File: src/rtl/stopwatch_core.sv
// Centisecond BCD stopwatch (SS.cc) feeding the four-digit display scanner.
// Build option: define STOPWATCH_LAP_EN to add the lap/freeze button path.

module stopwatch_btn #(
    parameter int DEB_CYCLES = 1_000_000
) (
    input  logic i_clk,
    input  logic i_rst_n,
    input  logic i_btn,
    output logic o_pulse
);
    localparam int CW = $clog2(DEB_CYCLES + 1);

    logic          r_sync1;
    logic          r_sync2;
    logic          r_level;
    logic          r_pulse;
    logic [CW-1:0] r_cnt;
    logic          w_diff;
    logic          w_done;

    assign w_diff  = r_sync2 ^ r_level;
    assign w_done  = w_diff && (r_cnt == CW'(DEB_CYCLES - 1));
    assign o_pulse = r_pulse;

    // Synchronize the raw button, accept a new level after a full stable run, pulse on press.
    always_ff @(posedge i_clk or negedge i_rst_n) begin
        if (!i_rst_n) begin
            r_sync1 <= 1'b0;
            r_sync2 <= 1'b0;
            r_level <= 1'b0;
            r_pulse <= 1'b0;
            r_cnt   <= {CW{1'b0}};
        end else begin
            r_sync1 <= i_btn;
            r_sync2 <= r_sync1;
            r_pulse <= w_done & r_sync2;
            if (w_done) begin
                r_level <= r_sync2;
                r_cnt   <= {CW{1'b0}};
            end else if (w_diff) begin
                r_cnt   <= r_cnt + CW'(1);
            end else begin
                r_cnt   <= {CW{1'b0}};
            end
        end
    end
endmodule

module stopwatch_core #(
    parameter int CLK_HZ     = 100_000_000,
    parameter int TICK_HZ    = 100,
    parameter int DEB_CYCLES = 1_000_000
) (
    input  logic        clk,
    input  logic        rst_n,
    input  logic        btn_start,
    input  logic        btn_clr,
    input  logic        btn_lap,
    output logic [15:0] tim,
    output logic        running,
    output logic        wrap
);
    localparam int PER = CLK_HZ / TICK_HZ;
    localparam int PW  = $clog2(PER);

    typedef enum logic [1:0] {
        S_IDLE  = 2'd0,
        S_RUN   = 2'd1,
        S_PAUSE = 2'd2
    } state_t;

    state_t        r_state;
    logic [PW-1:0] r_pre;
    logic [15:0]   r_cnt;
    logic          r_running;
    logic          r_wrap;
    logic          w_p_start;
    logic          w_p_clr;
    logic          w_tick;
    logic [16:0]   w_inc;
    logic [15:0]   w_cnt_nxt;

    // Increment SS.cc in BCD; out-of-range digits roll over instead of sticking. Bit 16 flags 59.99 -> 00.00.
    function automatic logic [16:0] bcd_inc(input logic [15:0] v);
        logic [3:0] d0;
        logic [3:0] d1;
        logic [3:0] d2;
        logic [3:0] d3;
        logic       carry_out;
        d0 = v[3:0];
        d1 = v[7:4];
        d2 = v[11:8];
        d3 = v[15:12];
        carry_out = 1'b0;
        if (d0 < 4'd9) begin
            d0 = d0 + 4'd1;
        end else begin
            d0 = 4'd0;
            if (d1 < 4'd9) begin
                d1 = d1 + 4'd1;
            end else begin
                d1 = 4'd0;
                if (d2 < 4'd9) begin
                    d2 = d2 + 4'd1;
                end else begin
                    d2 = 4'd0;
                    if (d3 < 4'd5) begin
                        d3 = d3 + 4'd1;
                    end else begin
                        d3 = 4'd0;
                        carry_out = 1'b1;
                    end
                end
            end
        end
        return {carry_out, d3, d2, d1, d0};
    endfunction

    stopwatch_btn #(.DEB_CYCLES(DEB_CYCLES)) u_btn_start (
        .i_clk   (clk),
        .i_rst_n (rst_n),
        .i_btn   (btn_start),
        .o_pulse (w_p_start)
    );

    stopwatch_btn #(.DEB_CYCLES(DEB_CYCLES)) u_btn_clr (
        .i_clk   (clk),
        .i_rst_n (rst_n),
        .i_btn   (btn_clr),
        .o_pulse (w_p_clr)
    );

    assign w_tick = (r_state == S_RUN) && (r_pre == PW'(PER - 1));
    assign w_inc  = bcd_inc(r_cnt);

    // Next internal count: cleared by the clear button, advanced on each prescaler tick.
    always_comb begin
        w_cnt_nxt = r_cnt;
        if (w_p_clr) begin
            w_cnt_nxt = 16'h0000;
        end else if (w_tick) begin
            w_cnt_nxt = w_inc[15:0];
        end else begin
            w_cnt_nxt = r_cnt;
        end
    end

    // Start/pause/clear state machine with prescaler, count and registered status outputs.
    always_ff @(posedge clk or negedge rst_n) begin
        if (!rst_n) begin
            r_state   <= S_IDLE;
            r_pre     <= {PW{1'b0}};
            r_cnt     <= 16'h0000;
            r_running <= 1'b0;
            r_wrap    <= 1'b0;
        end else if (w_p_clr) begin
            r_state   <= S_IDLE;
            r_pre     <= {PW{1'b0}};
            r_cnt     <= 16'h0000;
            r_running <= 1'b0;
            r_wrap    <= 1'b0;
        end else begin
            r_cnt  <= w_cnt_nxt;
            r_wrap <= w_tick & w_inc[16];
            case (r_state)
                S_IDLE: begin
                    r_pre <= {PW{1'b0}};
                    if (w_p_start) begin
                        r_state   <= S_RUN;
                        r_running <= 1'b1;
                    end else begin
                        r_running <= 1'b0;
                    end
                end
                S_RUN: begin
                    r_pre <= w_tick ? {PW{1'b0}} : (r_pre + PW'(1));
                    if (w_p_start) begin
                        r_state   <= S_PAUSE;
                        r_running <= 1'b0;
                    end else begin
                        r_running <= 1'b1;
                    end
                end
                S_PAUSE: begin
                    // Prescaler holds so a resume finishes the interrupted period.
                    if (w_p_start) begin
                        r_state   <= S_RUN;
                        r_running <= 1'b1;
                    end else begin
                        r_running <= 1'b0;
                    end
                end
                default: begin
                    r_state   <= S_IDLE;
                    r_pre     <= {PW{1'b0}};
                    r_running <= 1'b0;
                end
            endcase
        end
    end

`ifdef STOPWATCH_LAP_EN
    logic        w_p_lap;
    logic        w_freeze_nxt;
    logic        r_freeze;
    logic [15:0] r_tim;

    stopwatch_btn #(.DEB_CYCLES(DEB_CYCLES)) u_btn_lap (
        .i_clk   (clk),
        .i_rst_n (rst_n),
        .i_btn   (btn_lap),
        .o_pulse (w_p_lap)
    );

    // Lap toggles freeze while running; in pause it can only release.
    always_comb begin
        w_freeze_nxt = r_freeze;
        if (w_p_clr) begin
            w_freeze_nxt = 1'b0;
        end else if (w_p_lap && (r_state == S_RUN)) begin
            w_freeze_nxt = ~r_freeze;
        end else if (w_p_lap && (r_state == S_PAUSE)) begin
            w_freeze_nxt = 1'b0;
        end else begin
            w_freeze_nxt = r_freeze;
        end
    end

    // Display register tracks the live count except while frozen.
    always_ff @(posedge clk or negedge rst_n) begin
        if (!rst_n) begin
            r_freeze <= 1'b0;
            r_tim    <= 16'h0000;
        end else begin
            r_freeze <= w_freeze_nxt;
            if (!w_freeze_nxt) begin
                r_tim <= w_cnt_nxt;
            end else begin
                r_tim <= r_tim;
            end
        end
    end

    assign tim = r_tim;
`else
    logic w_unused_lap;
    assign w_unused_lap = btn_lap;
    assign tim          = r_cnt;
`endif

    assign running = r_running;
    assign wrap    = r_wrap;
endmodule
File: config.mk
export PLATFORM = sky130hd
export DESIGN_NAME = stopwatch_core
export DESIGN_NICKNAME = d
export VERILOG_FILES = /design/src/rtl/stopwatch_core.sv
export SDC_FILE = /design/constraint.sdc
export NUM_CORES = 1
export LEC_CHECK = 0
export CORE_ASPECT_RATIO = 1.4
export CORE_UTILIZATION = 59
export DETAILED_ROUTE_END_ITERATION = 8
export HOLD_SLACK_MARGIN = 0.05
export PLACE_DENSITY = 0.78
export SETUP_SLACK_MARGIN = 0.5
export SYNTH_ARGS = -nofsm -noshare
export SYNTH_HDL_FRONTEND = slang
export SYNTH_HIERARCHICAL = 1
export SYNTH_SLANG_ARGS = --single-unit
File: constraint.sdc
create_clock -name clk -period 2.8 [get_ports clk]
set_input_delay 0.7 -clock clk [delete_from_list [all_inputs] [get_ports clk]]
set_output_delay 0.7 -clock clk [all_outputs]
set_load 0.03 [all_outputs]
* Word-level counts from Yosys, hierarchy flattened
Index checks and enable logic that the tools add are counted.
** Storage, ports and cells
- Flip-flop bits (word level) :: 88
- Input bits :: 5
- Output and inout port bits :: 18
- Logic and storage cells :: 87
** Cells by class
- $add $sub $neg :: 7
- Magnitude comparators :: 4
- Eq/ne operators :: 11
- Mux-type cells :: 32
- Bitwise logic cells :: 5
- Reductions and logical operators :: 10
** Operators with widths (count)
- $mux 20 :: 6
- $add 20x1->20 const B :: 3
- $eq 20x20->1 const B :: 3
- $mux 4 :: 10
- $pmux 20 s2 :: 1
- $mux 16 :: 2
- $add 4x1->4 const B :: 4
- $lt 4x4->1 const B :: 3
- $mux 1 :: 8
- $ne 2x1->1 const B :: 4
- $mux 2 :: 3
- $ne 3x1->1 const B :: 2
- $lt 4x3->1 const B :: 1
- $pmux 2 s2 :: 1
- $reduce_and 2->1 :: 2
- $reduce_and 4->1 :: 1
- $and 1x1->1 :: 3
- $logic_and 1x1->1 :: 3
- $reduce_and 3->1 :: 1
- $eq 2x1->1 const B :: 1
- $eq 2x2->1 const B :: 1
- $logic_not 2->1 :: 1
- $pmux 1 s2 :: 1
- $reduce_bool 2->1 :: 1
- 2 further kinds :: 3

* Depth between registers and ports, before layout
- Word-level depth :: 7
- Depth in mapped cells :: 8
- Depth with buffers taken out :: 7

* By module
Netlist, hierarchy kept.
** By module, submodules not included
- stopwatch_core :: times used 1, cells an instance 260, area each 2316.0 um^2, seq. area each 1001.0 um^2
- stopwatch_btn :: times used 2, cells an instance 108, area each 1142.3 um^2, seq. area each 600.6 um^2

* Least setup slack after synthesis
OpenSTA, ideal clock, no wires.
- Path kind :: register -> register
- Start point :: reg r_pre[13]
- End point :: reg r_cnt[12], in the netlist tim[12]
- Library setup time :: 125 ps
- Arrival time :: 2261 ps
- Data required time :: 2675 ps
- Setup slack :: 414 ps
- Stages on the path, launching flop included :: 7
- Path buffers :: 1
- Clock period less this slack :: 2386 ps
- Path through :: dfrtp_1 -> or4b_1 -> or4_1 -> buf_2 -> nor4_4 -> a21oi_2 -> mux2_2
** On the way
- Longest elaborated chain between the ends :: 4
** RTL lines
- start: declaration :: RTL line 74 : logic [PW-1:0] r_pre;
- start signal: assignment :: RTL line 153 : r_pre <= {PW{1'b0}};
- start signal: assignment :: RTL line 159 : r_pre <= {PW{1'b0}};
- start signal: assignment :: RTL line 168 : r_pre <= {PW{1'b0}};
- $eq 20x20->1 :: RTL line 134 : assign w_tick = (r_state == S_RUN) && (r_pre == PW'(PER - 1));
- $logic_and 1x1->1 :: RTL line 134
- $reduce_bool 2->1 (no line)
- $reduce_and 4->1 (no line)
- end signal: assignment :: RTL line 164 : r_cnt <= w_cnt_nxt;
- end: declaration :: RTL line 75 : logic [15:0] r_cnt;
Every way passes these cells.
A chain may end at the register's enable or synchronous reset.

* Final worst setup path
- Start point :: reg r_pre[13]
- End point :: reg r_cnt[7], in the netlist tim[7]
** On the way
- Longest elaborated chain between the ends :: 4
** RTL lines (RTL line)
- $eq 20x20->1 :: 134
- $logic_and 1x1->1 :: 134
- $reduce_bool 2->1 (no line)
- $reduce_and 2->1 (no line)
Every way passes these cells.

==> impl_metrics.csv <==
group,metric,value,unit
yosys,synth.distinct_cells,56,
critical_path,worst_setup_path_start_kind,"flip-flop",
die,rows,37,
place,hpwl,6351,um
die,dieWidth,76.63,um
critical_path,r2r_setup_slack,0.41,ns
timing,whs,0.3238,ns
cells_and_area,drive_above_1_share,0.1277,
timing,maxSlewViolCount,0,
global_routing,antenna_found_initial,0,
flow_run,max_cap_violations,0,
drt,via_count,3694,
global_routing,grt_max_degree,44,
yosys,ys.warnings.count,6,
drt,vias_per_cell,6.016,
timing,fin_worst_skew,0.01271,ns
drt,drt-initial-drc-count,188,
yosys,synthesis.nets,492,
cells_and_area,nets,528,
clock_tree,cts_max_path_buffers,2,
drt,drc,0,
clock_tree,clock-root-buffer,"clkbuf_8",
timing,relSlewSlack,0.4994,
timing,grt_setup_unrepaired,"true",
yosys,netlist.area_leader.share,0.4787,
timing,fin_crit_sh,0.8547,
critical_path,ff2ff_path_depth,7,
die,start_util,0.6173,
drt,routedWlPerCell,15.12,um
global_routing,grt_pass1_vias,3638,
yosys,seq_area_frac_synth,0.4787,
cells_and_area,fin_util,0.7059,
clock_tree,path_clk_slew,0.09,ns
timing,period_needed,2.393,ns
cells_and_area,fillerInstances,540,
yosys,yosysTopAreaCell,"dfrtp_1",
critical_path,crit_chain,"or4b_4, buf_6, nor4_4, nand4_1, buf_4, or3_1, a21oi_1",
power_and_ir_drop,power_density,410.6,nW/um2
global_routing,grt_pass1_wl,15940,um
yosys,ys.flop_type,"dfrtp_1",
critical_path,endpoint_kind,"flip-flop",
critical_path,slowest_stage,"or4b_4",
place,port_buffers,21,
global_routing,grt_overflow,0,
die,ioPinCount,23,
cells_and_area,diodes,0,
clock_tree,cts_tree,"built",
clock_tree,insertion_delay,0.36,ns
timing,setup_violations,0,
die,core,7453,um2
yosys,avgSynthCellArea,9.665,um2
critical_path,worstSetupPathType,"flip-flop to flip-flop",
timing,worst_slew_pin_slew,0.7509,ns
drt,postRouteAntennaNets,0,
global_routing,grt_usage,0.2451,
critical_path,cpPeakStageDelay,0.53,ns
yosys,synth.most_common_cell,"dfrtp_1",
hold_path,hp-class,"input pin to asynchronous set/reset pin",
yosys,synthesis.area,4601,um2
critical_path,worstPathArrival,2.67,ns
drt,dr.pass1.iters,4,
critical_path,worstPathMaxFanout,5,
status,status,"finished, final reports clean",
timing,fin_tns_setup,0,ns
clock_tree,numCtsBuffers,9,
yosys,synth_cells,476,
yosys,synthTopCellsByCount,"88 x dfrtp_1, 45 x nor2_1, 34 x nand2_1, 33 x a21oi_1, 27 x nand3_1",
timing,max_freq,417.9,MHz
clock_tree,cts.sinks,88,
place,gp_congestion,0.8713,
drt,routed_wl,9285,um
yosys,ys_ff_latch,88,
power_and_ir_drop,ir_drop,432.5,uV
critical_path,crit_required,3.08,ns
clock_tree,htreeDepth,3,
yosys,synth-edff-count,0,
power_and_ir_drop,p_leak,2.227,nW
die,dieArea,8160,um2
yosys,synthArstFlopShare,1.000,
cells_and_area,area_delta_synth_final,14.36,%
yosys,synthTopCellsByArea,"dfrtp_1 48%, nor2_1 3.7%, a21oi_1 3.6%",
timing,hold_viol_final,0,
die,die_height,106.5,um
==> worst max-delay path, delay by kind of cell (launching register included) <==
| family | cells | cell delay [ns] |
|---|---|---|
| buffers and inverters | 2 | 0.36 |
| AOI/OAI and AO/OA | 1 | 0.15 |
| DFF | 1 | 0.43 |
| and+or+nand+nor | 4 | 1.38 |
==> layer usage <==
layer | vias to the layer above | share of wire | global-route usage
li1 | 1818 | - | -
met1 | 1800 | 0.43 | 0.2873
met2 | 57 | 0.53 | 0.4382
met3 | 19 | 0.022 | 0.02918
met4 | 0 | 0.024 | 0.1277
met5 | - | 0 | 0
==> state kept, by name, summed over array words and instances (netlist names), 2 cells and up <==
name and cells:
u_btn_clr/r_cnt 20, u_btn_start/r_cnt 20, tim 16, r_pre 20
r_state 2
==> worst paths after layout <==
check	startpoint	to
setup / recovery	r_pre[13]	tim[7]
hold / removal	rst_n	r_pre[13]
setup reg to reg	r_pre[13]	tim[7]
hold reg to reg	u_btn_clr/r_sync1	u_btn_clr/r_sync2
max in group asynchronous	rst_n	u_btn_start/r_cnt[0]
min in group clk	u_btn_clr/r_sync1	u_btn_clr/r_sync2
==> logic make-up after synthesis <==
family          count (synthesis)  synth area share
fa+ha+maj                      11           0.02992
xor+xnor                       26           0.04950
flops                          88            0.4787
mux                             5           0.01197
simple gates                  211            0.2573
compound gates                105            0.1474
buf+inv                        30           0.02529
==> cell type report <==
class                           instances  area [um2]  area share
Clock buffer                           12       155.1     0.02949
Clock inverter                          4       28.78    0.005470
Inverter                               19       71.32     0.01356
Multi-Input combinational cell        358        2345      0.4457
Sequential cell                        88        2203      0.4188
Tap cell                               97       121.4     0.02307
Timing Repair Buffer                   36       336.6     0.06397
==> power by group <==
part | switching (mW) | internal [mW] | leakage [nW]
Combinational | 0.0392 | 0.0164 | 0.924
Sequential | 0.00923 | 1.28 | 1.21
Clock | 0.444 | 0.372 | 0.0886
Total | 0.493 | 1.67 | 2.23
==> layout by cell type, fill, tap and decap left out, types with 6 or more instances in the layout <==
| cell | count |
|---|---|
| xor2_1 | 16 |
| dfrtp_1 | 87 |
| nand2b_1 | 6 |
| buf_4 | 14 |
| clkbuf_8 | 11 |
| a21oi_1 | 31 |
| nand2_1 | 34 |
| nand4_1 | 17 |
| nor3_1 | 8 |
| inv_1 | 19 |
| nand3_1 | 25 |
| and3_1 | 14 |
| or3_1 | 17 |
| clkdlybuf4s50_1 | 20 |
| a41oi_1 | 6 |
| a21o_1 | 7 |
| nor2_1 | 45 |
| ha_1 | 11 |
| xnor2_1 | 10 |
| a31oi_1 | 12 |
| o21ai_0 | 24 |
==> per-stage QoR <==
step / cell area, um2 / total power [mW] / setup slack (ns) / instances
6_report: 5261 / 2.160 / 0.4070 / 614
5_1_grt: 5261 / 2.243 / 0.3235 / 614
4_1_cts: 5218 / 2.180 / 0.4147 / 613
3_5_place_dp: 4950 / 1.373 / 0.2496 / 590
3_3_place_gp: 4950 / 1.370 / 0.2660 / 590
2_1_floorplan: 4601 / 1.333 / 0.5313 / 476
==> repair_timing <==
action,4_1_cts,5_1_grt
pin swaps,13,4
setup buffers,7,1
hold buffers,0,0
resized for setup,7,7
setup endpoints to repair,23,22
Power figures use the tool's default switching activity.
